==> config.mk <==
export PLATFORM = sky130hd
export DESIGN_NAME = ram_block_mover
export DESIGN_NICKNAME = d
export VERILOG_FILES = /design/src/rtl/ram_block_mover.sv
export SDC_FILE = /design/constraint.sdc
export NUM_CORES = 1
export LEC_CHECK = 0
export BUFFER_PORTS_ARGS = -buffer_cell sky130_fd_sc_hd__buf_2
export CAP_MARGIN = 20
export CORE_AREA = 3 3 189 191
export DETAILED_ROUTE_END_ITERATION = 10
export DIE_AREA = 0 0 192 194
export GPL_TIMING_DRIVEN = 0
export SLEW_MARGIN = 25
export SYNTH_ARGS = -nofsm -noshare
export SYNTH_HDL_FRONTEND = slang
export SYNTH_SLANG_ARGS = --single-unit
==> constraint.sdc <==
create_clock -name CLK -period 8.5 [get_ports CLK]
set_input_delay 0.85 -clock CLK [delete_from_list [all_inputs] [get_ports CLK]]
set_output_delay 0.85 -clock CLK [all_outputs]
set_load 0.02 [all_outputs]
==> src/rtl/ram_block_mover.sv <==
// Block copy / block fill sequencer; sole master of a single-port SRAM with
// active-low CEN/WEN/OEN controls.
//
// state | meaning
// IDLE  | waiting for START; LEN=0 commands complete here with a DONE pulse
// RD    | copy: SRAM reads src, data appears on RAM_Q after this edge
// WR    | copy: SRAM writes RAM_Q (last read word) to dst
// FL    | fill: one write of the latched fill word per cycle
module ram_block_mover #(
  parameter int AddressWidth = 12,
  parameter int DataWidth    = 144,
  parameter int LenWidth     = 13
) (
  input  logic                    CLK,
  input  logic                    RST,
  input  logic                    START,
  input  logic                    MODE,
  input  logic [AddressWidth-1:0] SRC_A,
  input  logic [AddressWidth-1:0] DST_A,
  input  logic [LenWidth-1:0]     LEN,
  input  logic [DataWidth-1:0]    FILL_D,
  output logic                    BUSY,
  output logic                    DONE,
  output logic [AddressWidth-1:0] RAM_A,
  output logic [DataWidth-1:0]    RAM_D,
  input  logic [DataWidth-1:0]    RAM_Q,
  output logic                    RAM_CEN,
  output logic                    RAM_WEN,
  output logic                    RAM_OEN
);

  typedef enum logic [1:0] {IDLE, RD, WR, FL} state_t;

  state_t                  state;
  logic [AddressWidth-1:0] src_q;
  logic [AddressWidth-1:0] dst_q;
  logic [LenWidth-1:0]     remain_q;
  logic [DataWidth-1:0]    fill_q;
  logic                    last_word;

  assign last_word = (remain_q == LenWidth'(1));

  // Copy writes the word read in the preceding RD cycle straight from RAM_Q.
  assign RAM_D   = (state == WR) ? RAM_Q : fill_q;
  assign RAM_OEN = 1'b0;

  always_ff @(posedge CLK or posedge RST) begin
    if (RST) begin
      state    <= IDLE;
      src_q    <= '0;
      dst_q    <= '0;
      remain_q <= '0;
      fill_q   <= '0;
      BUSY     <= 1'b0;
      DONE     <= 1'b0;
      RAM_A    <= '0;
      RAM_CEN  <= 1'b1;
      RAM_WEN  <= 1'b1;
    end else begin
      DONE <= 1'b0;
      case (state)
        IDLE: begin
          if (START) begin
            dst_q    <= DST_A;
            remain_q <= LEN;
            fill_q   <= FILL_D;
            if (!MODE) src_q <= SRC_A;
            if (LEN == '0) begin
              DONE <= 1'b1;
            end else if (!MODE) begin
              state   <= RD;
              RAM_A   <= SRC_A;
              RAM_CEN <= 1'b0;
              RAM_WEN <= 1'b1;
              BUSY    <= 1'b1;
            end else begin
              state   <= FL;
              RAM_A   <= DST_A;
              RAM_CEN <= 1'b0;
              RAM_WEN <= 1'b0;
              BUSY    <= 1'b1;
            end
          end
        end
        RD: begin
          state   <= WR;
          RAM_A   <= dst_q;
          RAM_WEN <= 1'b0;
          src_q   <= src_q + 1'b1;
        end
        WR: begin
          dst_q    <= dst_q + 1'b1;
          remain_q <= remain_q - 1'b1;
          if (!last_word) begin
            state   <= RD;
            RAM_A   <= src_q;
            RAM_WEN <= 1'b1;
          end else begin
            state   <= IDLE;
            RAM_CEN <= 1'b1;
            RAM_WEN <= 1'b1;
            BUSY    <= 1'b0;
            DONE    <= 1'b1;
          end
        end
        FL: begin
          dst_q    <= dst_q + 1'b1;
          RAM_A    <= RAM_A + 1'b1;
          remain_q <= remain_q - 1'b1;
          if (last_word) begin
            state   <= IDLE;
            RAM_CEN <= 1'b1;
            RAM_WEN <= 1'b1;
            BUSY    <= 1'b0;
            DONE    <= 1'b1;
          end
        end
        default: state <= IDLE;
      endcase
    end
  end

endmodule

### Word level (Yosys, flattened, before mapping)

Index checks and enable logic that the tools add are counted.
Widths: inputs -> output; s select.

| storage, ports and cells | value |
|---|---|
| register bits | 199 |
| bits in latches | 0 |
| memory bits (writable) | 0 |
| memory bits (read-only) | 0 |
| bits of input ports | 329 |
| output and inout bits | 161 |
| word-level logic and storage cells | 70 |
| memories | 0 |

| operators by class | value |
|---|---|
| $add $sub $neg | 4 |
| multiply operators | 0 |
| divide/modulo/power cells | 0 |
| order comparisons | 0 |
| equal/unequal tests | 10 |
| shifts and indexed selects | 0 |
| muxes and demuxes | 35 |
| bitwise gates (word level) | 0 |
| reduce and logical (&&, ||, !) cells | 11 |

Operator list:

| operator | number |
|---|---|
| $mux 144 | 1 |
| $mux 12 | 7 |
| $pmux 12 s2 | 2 |
| $pmux 12 s4 | 1 |
| $add 12x1->12 const B | 3 |
| $pmux 13 s2 | 1 |
| $eq 13x1->1 const B | 1 |
| $logic_not 13->1 | 1 |
| $mux 1 | 13 |
| $mux 13 | 1 |
| $sub 13x1->13 const B | 1 |
| $ne 2x2->1 const B | 5 |
| $reduce_and 3->1 | 3 |
| $mux 2 | 4 |
| $pmux 2 s4 | 1 |
| $pmux 1 s2 | 3 |
| $eq 2x2->1 const B | 2 |
| $pmux 1 s4 | 1 |
| $reduce_and 2->1 | 2 |
| $reduce_and 4->1 | 1 |
| $reduce_bool 2->1 | 2 |
| $eq 2x1->1 const B | 1 |
| $logic_not 2->1 | 1 |
| $ne 2x1->1 const B | 1 |
| $reduce_or 2->1 | 1 |

### Logic depth before layout (Yosys ltp)

Gate-level depths: netlist of the first run.

| depth | value |
|---|---|
| word-level depth | 4 |
| depth in mapped cells | 8 |
| gate-level depth less buffers | 7 |

### Worst setup path before layout of the first run

Ideal clock, no wire load.

| timing path | value |
|---|---|
| kind | register to output |
| start | reg state[1] |
| end | out RAM_D[100] |
| arrival time | 1.487 ns |
| required time | 7.650 ns |
| path slack | 6.163 ns |
| stages on the path, launching flop included | 7 |
| path buffers | 3 |
| cell sequence | dfrtp_1 nand2b_1 clkbuf_1 clkbuf_1 buf_2 nand2_1 nand2_1 |

| on the way | value |
|---|---|
| longest elaborated chain between the ends | 2 |

RTL lines:

| element | line | source |
|---|---|---|
| start, declared | 34 | `state_t state;` |
| start signal, assigned | 49 | `state <= IDLE;` |
| start signal, assigned | 71 | `state <= RD;` |
| start signal, assigned | 77 | `state <= FL;` |
| $eq 2x2->1 | 44 | `assign RAM_D = (state == WR) ? RAM_Q : fill_q;` |
| $mux 144 | 44 |  |
| end, declared | 25 | `output logic [DataWidth-1:0] RAM_D,` |

Every way passes these cells.

### Final worst setup path of the first run

| timing path | value |
|---|---|
| start | reg state[1] |
| end | out RAM_D[110] |

Same word-level chain as after synthesis.

==> flow_metrics.env, run 1 <==
export IMPL_run_status="completed"
export IMPL_grt_max_degree=91
export IMPL_yosysSeqAreaShare_pct=46.0
export IMPL_crit_path_max_fanout=10
export IMPL_cts_tree="built"
export IMPL_multi_input_area_um2=5370
export IMPL_place_area_um2=13900
export IMPL_synth_nets=1849
export IMPL_placementRows=68
export IMPL_syn_inst=1515
export IMPL_grt_usage_pct=22.9
export IMPL_p_sw_mw=2.94
export IMPL_io_pins=490
export IMPL_die_area_um2=37200
export IMPL_final_antenna_net_count=0
export IMPL_synth_largest_area_cell="dfrtp_1"
export IMPL_period_minus_slack_ns=3.74
export IMPL_hold_viol_final=0
export IMPL_synth_flop_cell="dfrtp_1"
export IMPL_drtIter0Drc=745
export IMPL_numCtsBuffers=17
export IMPL_final_max_slew_violation_count=0
export IMPL_port_buffers=488
export IMPL_yosys_top_cells_count="nand2_1 (919), dfrtp_1 (197), clkbuf_1 (47)"
export IMPL_comb_power_share_pct=55.4
export IMPL_synthMostInstantiatedCell="nand2_1"
export IMPL_period_share_pct=43.9
export IMPL_crit_slowest_cell="clkbuf_1"
export IMPL_final_area_um2=14600
export IMPL_cts_sinks=199
export IMPL_clock_power_share_pct=15.2
export IMPL_crit_buf_inv=4
export IMPL_drive_gt1_share_pct=29.0
export IMPL_drt_pass1_iter_count=5
export IMPL_drc=0
export IMPL_hp_class="input pin to asynchronous set/reset pin"
export IMPL_cp_required_ns=7.65
export IMPL_grt_ovfl_total=0
export IMPL_path_depth=7
export IMPL_clk_latency_ns=0.45
export IMPL_setup_slack_ns=4.76
export IMPL_rsz0062_at_grt="false"
export IMPL_worst_slew_pin_slew_ns=1.03
export IMPL_relSlewSlack_pct=31.2
export IMPL_r2r_end="fill_q[19]"
export IMPL_clock_skew_ns=0.00657
export IMPL_synth_top_area_share_pct=45.5
export IMPL_max_stage_delay_ns=0.60
export IMPL_p_per_area_nw_per_um2=404
export IMPL_r2r_start="state[0]"
export IMPL_p_int_mw=2.93
export IMPL_hpwlAfterDp_um=34600
export IMPL_endpoint="RAM_D[110]"
export IMPL_ys_ff_latch=199
export IMPL_pwr_share_seq_pct=29.4
export IMPL_ff_latch_area_um2=4980
export IMPL_synthArstFlopShare_pct=100
export IMPL_r2r_cells=6
export IMPL_area_growth_pct=34.3
export IMPL_synth_area_leaders="dfrtp_1 (45%), nand2_1 (32%), o21ai_0 (2.0%)"
export IMPL_max_freq_mhz=268
export IMPL_nets=2358
export IMPL_arrival_ns=2.89
export IMPL_yosysWarnings=0
export IMPL_cap_viol_max_count=0
export IMPL_switching_share_pct=50.0
export IMPL_die_width_um=192
export IMPL_drt_total_wl_um=44200
export IMPL_critPathLaunchType="flop"
export IMPL_htree_levels=4
export IMPL_dieHeight_um=194
export IMPL_ir_drop_mv=0.202
export IMPL_pre_cts_slack_ns=5.18
export IMPL_post_cts_buffers=0
export IMPL_path_class="flop to primary output"
export IMPL_grt_pass1_wl_um=66000
export IMPL_floorplan_initialDensity_pct=31.6
export IMPL_fillers=3687
export IMPL_clock_root_buffer="clkbuf_16"
export IMPL_cts_resized=0
export IMPL_synth_edff_count=0
export IMPL_clk_path_buf_depth=2
export IMPL_antenna_found_initial=6
export IMPL_instances_no_fill=2497
export IMPL_grt_pass1_vias=11500
export IMPL_r2r_setup_slack_ns=5.64
export IMPL_finalWeightedCongestion=0.909
export IMPL_end_kind="primary output"
export IMPL_tns_ns=0
export IMPL_fin_hold_ws_ns=0.375
export IMPL_critical_path_top_delay_family="buffers and inverters"
export IMPL_placed_cells=2460
export IMPL_syn_area_um2=10800
export IMPL_viasPerCell=4.79
export IMPL_core_um2=34300
export IMPL_cts_clk_slew_worst_paths_ns=0.08
export IMPL_crit_path_start="state[1]"
export IMPL_ctsHoldBuffers=0
export IMPL_ys_types=61
export IMPL_leakagePower_nw=8.29
export IMPL_vias=12000
export IMPL_avgSynthCellArea_um2=7.16
export IMPL_wl_per_cell_um=17.7
export IMPL_setup_viol=0
export IMPL_worstPathCellList="nand2b_1, clkbuf_1, clkbuf_1, buf_2, nand2_1, nand2_1, buf_2"
## final cells by class
type                            count  area share (%)
Sequential cell                   199            34.2
Tap cell                          455            3.91
Clock buffer                       18            3.02
Antenna cell                        5          0.0860
Timing Repair Buffer              490            17.2
Buffer                             93            2.89
Inverter                           17           0.490
Clock inverter                     14            1.30
Multi-Input combinational cell   1206            36.9
## sequential cells by signal (all words and copies together) (netlist names)
register and count:
BUSY 1, RAM_WEN 1, DONE 1, state 2, src_q 12, remain_q 13
fill_q 144, RAM_A 12, dst_q 12, RAM_CEN 1
## layout by cell type (no fill, tap or decap), types with 4 or more instances in the layout
| cell | instances |
|---|---|
| mux2_2 | 10 |
| dfrtp_1 | 197 |
| clkbuf_1 | 47 |
| nand4_1 | 9 |
| nor2b_1 | 5 |
| o31ai_1 | 4 |
| nor4_1 | 4 |
| a21oi_1 | 29 |
| o22ai_1 | 5 |
| nand3_1 | 18 |
| nor3_1 | 9 |
| clkinvlp_4 | 4 |
| buf_2 | 527 |
| xor2_1 | 7 |
| a211oi_1 | 4 |
| ha_1 | 5 |
| a31oi_1 | 13 |
| nor2_1 | 44 |
| inv_1 | 16 |
| and3_1 | 9 |
| diode_2 | 5 |
| xnor2_1 | 10 |
| clkbuf_16 | 17 |
| o21ai_0 | 43 |
| mux2i_1 | 9 |
| inv_8 | 4 |
| nand2_1 | 919 |
## power groups by stage
stage	combinational (mW)	sequential, mW	clock (mW)
2_1_floorplan	2.11	1.68	0
3_3_place_gp	3.22	1.72	0
3_5_place_dp	3.25	1.74	0
4_1_cts	3.26	1.72	0.915
5_1_grt	3.59	1.79	0.949
6_report	3.25	1.73	0.893
## how the worst min path moves through the flow
stage | start | endpoint | slack [ns] | cells after the start
2_1_floorplan | fill_q[0] | fill_q[0] | 0.45 | 2
5_1_grt | RST | fill_q[72] | 0.36 | 2
6_report | RST | fill_q[73] | 0.38 | 2
3_5_place_dp | RAM_CEN | RAM_CEN | 0.45 | 2
3_3_place_gp | RAM_CEN | RAM_CEN | 0.45 | 2
4_1_cts | RST | fill_q[73] | 0.37 | 2
## cell families (layout without fill, tap and decap cells)
kind of cell	after synthesis	count (layout)	share of synthesized area, %
adder cells (fa/ha/maj)	5	5	0.577
other	1	6	0.0346
buffers and inverters	110	632	4.47
XOR/XNOR	17	17	1.37
multiplexers	22	22	2.49
flip-flops	199	199	46.0
AO/OA/AOI/OAI	126	126	7.25
AND/OR/NAND/NOR	1035	1035	37.8
## metal layers
layer  wire length (µm)  global-route usage [%]
met1              18900                    30.0
met2              21000                    38.0
met3               3430                    5.75
met4                889                    5.75
met5                 13                       0
## stage by stage
stage	power (mW)	utilization, %
3_3_place_gp	4.94	40.4
6_report	5.87	42.4
2_1_floorplan	3.78	-
4_1_cts	5.89	42.4
3_5_place_dp	4.98	40.6
5_1_grt	6.33	42.4
No activity file was read; power rests on OpenSTA's default activity.
==> run 2: changes to the inputs <==
--- a/config.mk
+++ b/config.mk
@@ -5,11 +5,12 @@
 export SDC_FILE = /design/constraint.sdc
 export NUM_CORES = 1
 export LEC_CHECK = 0
+export ABC_AREA = 1
 export BUFFER_PORTS_ARGS = -buffer_cell sky130_fd_sc_hd__buf_2
 export CAP_MARGIN = 20
-export CORE_AREA = 3 3 189 191
+export CORE_AREA = 3 3 191 193
 export DETAILED_ROUTE_END_ITERATION = 10
-export DIE_AREA = 0 0 192 194
+export DIE_AREA = 0 0 194 196
 export GPL_TIMING_DRIVEN = 0
 export SLEW_MARGIN = 25
 export SYNTH_ARGS = -nofsm -noshare
==> constraint.sdc (replaced) <==
create_clock -name CLK -period 3.9 [get_ports CLK]
set_input_delay 0.39 -clock CLK [delete_from_list [all_inputs] [get_ports CLK]]
set_output_delay 0.39 -clock CLK [all_outputs]
set_load 0.02 [all_outputs]
==> flow_metrics.env, run 2 <==
export IMPL_period_share_pct=75.1
export IMPL_viasPerCell=4.68
export IMPL_grt_max_degree=31
export IMPL_pwr_share_seq_pct=29.2
export IMPL_relSlewSlack_pct=59.5
export IMPL_grt_pass1_wl_um=70300
export IMPL_rsz0062_at_grt="false"
export IMPL_run_status="completed"
export IMPL_area_growth_pct=34.3
export IMPL_clock_skew_ns=0.0165
export IMPL_cts_sinks=199
export IMPL_worst_slew_pin_slew_ns=0.607
export IMPL_finalWeightedCongestion=0.988
export IMPL_fillers=3811
export IMPL_max_freq_mhz=341
export IMPL_dieHeight_um=196
export IMPL_cp_required_ns=3.51
export IMPL_clk_path_buf_depth=2
export IMPL_p_per_area_nw_per_um2=856
export IMPL_die_area_um2=38000
export IMPL_avgSynthCellArea_um2=6.68
export IMPL_comb_power_share_pct=56.7
export IMPL_critPathLaunchType="flop"
export IMPL_cts_tree="built"
export IMPL_clock_power_share_pct=14.1
export IMPL_crit_path_start="state[1]"
export IMPL_synth_top_area_share_pct=44.8
export IMPL_r2r_setup_slack_ns=1.93
export IMPL_ir_drop_mv=0.414
export IMPL_max_stage_delay_ns=0.43
export IMPL_synth_flop_cell="dfrtp_1"
export IMPL_setup_viol=0
export IMPL_r2r_end="fill_q[16]"
export IMPL_multi_input_area_um2=5360
export IMPL_path_common_cell="buf_2"
export IMPL_drive_gt1_share_pct=28.3
export IMPL_arrival_ns=2.54
export IMPL_io_pins=490
export IMPL_fin_hold_ws_ns=0.135
export IMPL_mostFrequentLayoutCell="nand2_1"
export IMPL_ys_types=41
export IMPL_die_width_um=194
export IMPL_min_to="fill_q[53]"
export IMPL_regMostFlops="fill_q"
export IMPL_crit_slowest_cell="buf_2"
export IMPL_p_sw_mw=6.46
export IMPL_drc=0
export IMPL_post_cts_buffers=0
export IMPL_period_minus_slack_ns=2.93
export IMPL_synth_nets=1981
export IMPL_grt_ovfl_total=0
export IMPL_hpwlAfterDp_um=37100
export IMPL_synthArstFlopShare_pct=100
export IMPL_grt_pass1_vias=11900
export IMPL_tns_ns=0
export IMPL_syn_inst=1647
export IMPL_grt_usage_pct=23.8
export IMPL_critical_path_top_delay_family="buffers and inverters"
export IMPL_r2r_cells=8
export IMPL_yosysWarnings=0
export IMPL_wl_per_cell_um=17.7
export IMPL_drt_pass1_iter_count=5
export IMPL_clk_latency_ns=0.46
export IMPL_placementRows=68
export IMPL_mostFrequentLayoutCells="nand2_1 (1031), buf_2 (547), dfrtp_1 (197)"
export IMPL_crit_buf_inv=5
export IMPL_crit_path_max_fanout=10
export IMPL_synth_edff_count=0
export IMPL_core_um2=34700
export IMPL_yosysSeqAreaShare_pct=45.3
export IMPL_port_buffers=488
export IMPL_whs_path_depth=3
export IMPL_ys_ff_latch=199
export IMPL_synth_area_leaders="dfrtp_1 (45%), nand2_1 (35%), buf_2 (2.7%)"
export IMPL_cts_clk_slew_worst_paths_ns=0.08
export IMPL_clock_root_buffer="clkbuf_16"
export IMPL_largest_reg_flops=144
export IMPL_final_antenna_net_count=0
export IMPL_yosys_top_cells_count="nand2_1 (1031), dfrtp_1 (197), nor2_1 (61)"
export IMPL_vias=12300
export IMPL_synthMostInstantiatedCell="nand2_1"
export IMPL_end_kind="primary output"
export IMPL_antenna_found_initial=13
export IMPL_floorplan_initialDensity_pct=31.7
export IMPL_final_max_slew_violation_count=0
export IMPL_htree_levels=4
export IMPL_p_int_mw=6.20
export IMPL_hold_viol_final=0
export IMPL_cap_viol_max_count=0
export IMPL_nets=2496
export IMPL_holdCritStartpoint="FILL_D[53]"
export IMPL_r2r_start="state[1]"
export IMPL_reg_largest_list="fill_q (144), remain_q (13)"
export IMPL_hp_class="input pin to flop"
export IMPL_synth_largest_area_cell="dfrtp_1"
export IMPL_path_class="flop to primary output"
export IMPL_drtIter0Drc=894
export IMPL_leakagePower_nw=8.72
export IMPL_ff_latch_area_um2=4980
export IMPL_worstPathCellList="buf_6, inv_2, nor2_2, buf_2, buf_2, nand2_1, nand2_1, buf_2"
export IMPL_numCtsBuffers=17
export IMPL_syn_area_um2=11000
export IMPL_drt_total_wl_um=46700
export IMPL_switching_share_pct=51.0
-- run 2: cell count changes in the layout (fill, tap and decap cells not counted), moves of 11 or more --
| cell | delta |
|---|---|
| nor2_1 | +17 |
| clkbuf_1 | -29 |
| a22oi_1 | +13 |
| a31oi_1 | -11 |
| nand2_1 | +112 |
| nand3_1 | +25 |
| inv_1 | +42 |
| buf_2 | +20 |
| o21ai_0 | -11 |
-- run 2: worst min-delay path: stages --
cell     delay (ns)
buf_2          0.08
nand2_1        0.04
nand2_1        0.05
-- run 2: stage by stage --
stage                     utilization [%]  cells  setup WS (ns)  instance area [µm²]  power, mW
after CTS                            42.5   2630          0.864                14800       12.7
after global routing                 42.6   2640          0.751                14800       13.7
after global placement               40.4   2590         -0.545                14000       10.8
after detailed placement             40.8   2597           1.38                14200       10.9
after floorplan                         -   1647          0.937                11000       8.25
final                                42.6   2640          0.970                14800       12.7
-- run 2: cell families (layout without fill, tap and decap cells) --
| kind of cell | Yosys count | after routing | share of synthesized area [%] |
|---|---|---|---|
| flip-flops | 199 | 199 | 45.3 |
| XOR/XNOR | 4 | 4 | 0.318 |
| adder cells (fa/ha/maj) | 5 | 5 | 0.568 |
| buffers and inverters | 150 | 678 | 6.02 |
| AND/OR/NAND/NOR | 1176 | 1176 | 41.7 |
| AO/OA/AOI/OAI | 112 | 112 | 6.07 |
| other | 1 | 11 | 0.0341 |
-- run 2: cell type report --
type	count	area share, %
Timing Repair Buffer	496	17.6
Multi-Input combinational cell	1298	36.3
Clock inverter	14	0.965
Clock buffer	18	2.90
Tap cell	455	3.85
Buffer	84	2.81
Inverter	66	1.70
Antenna cell	10	0.169
Sequential cell	199	33.7
-- run 2: how the worst max path moves through the flow --
stage,slack [ns],endpoint,cells past startpoint
6_report,0.97,RAM_D[21],8
5_1_grt,0.75,RAM_D[21],8
4_1_cts,0.86,RAM_D[21],8
3_5_place_dp,1.38,RAM_D[21],8
3_3_place_gp,-0.55,fill_q[40],2
2_1_floorplan,0.94,BUSY,1
-- run 2: power groups by stage --
stage | combinational (mW) | clock (mW) | sequential [mW]
global route | 7.97 | 1.92 | 3.83
CTS | 7.22 | 1.84 | 3.67
detailed placement | 7.21 | 0 | 3.70
floorplan | 4.63 | 0 | 3.62
finish | 7.17 | 1.79 | 3.69
global placement | 7.12 | 0 | 3.69
-- run 2: per-layer routing --
metal / up-vias / global-route usage (%) / wire length (µm)
li1: 6114 / - / -
met1: 5666 / 30.7 / 19700
met2: 495 / 39.4 / 22500
met3: 68 / 5.27 / 3060
met4: 4 / 9.04 / 1410
met5: - / 0 / 27
-- run 2: what timing repair did --
action,CTS,global route
hold buffers,1,0
resized for setup,0,0
hold endpoints to repair,20,0
setup endpoints to repair,0,0
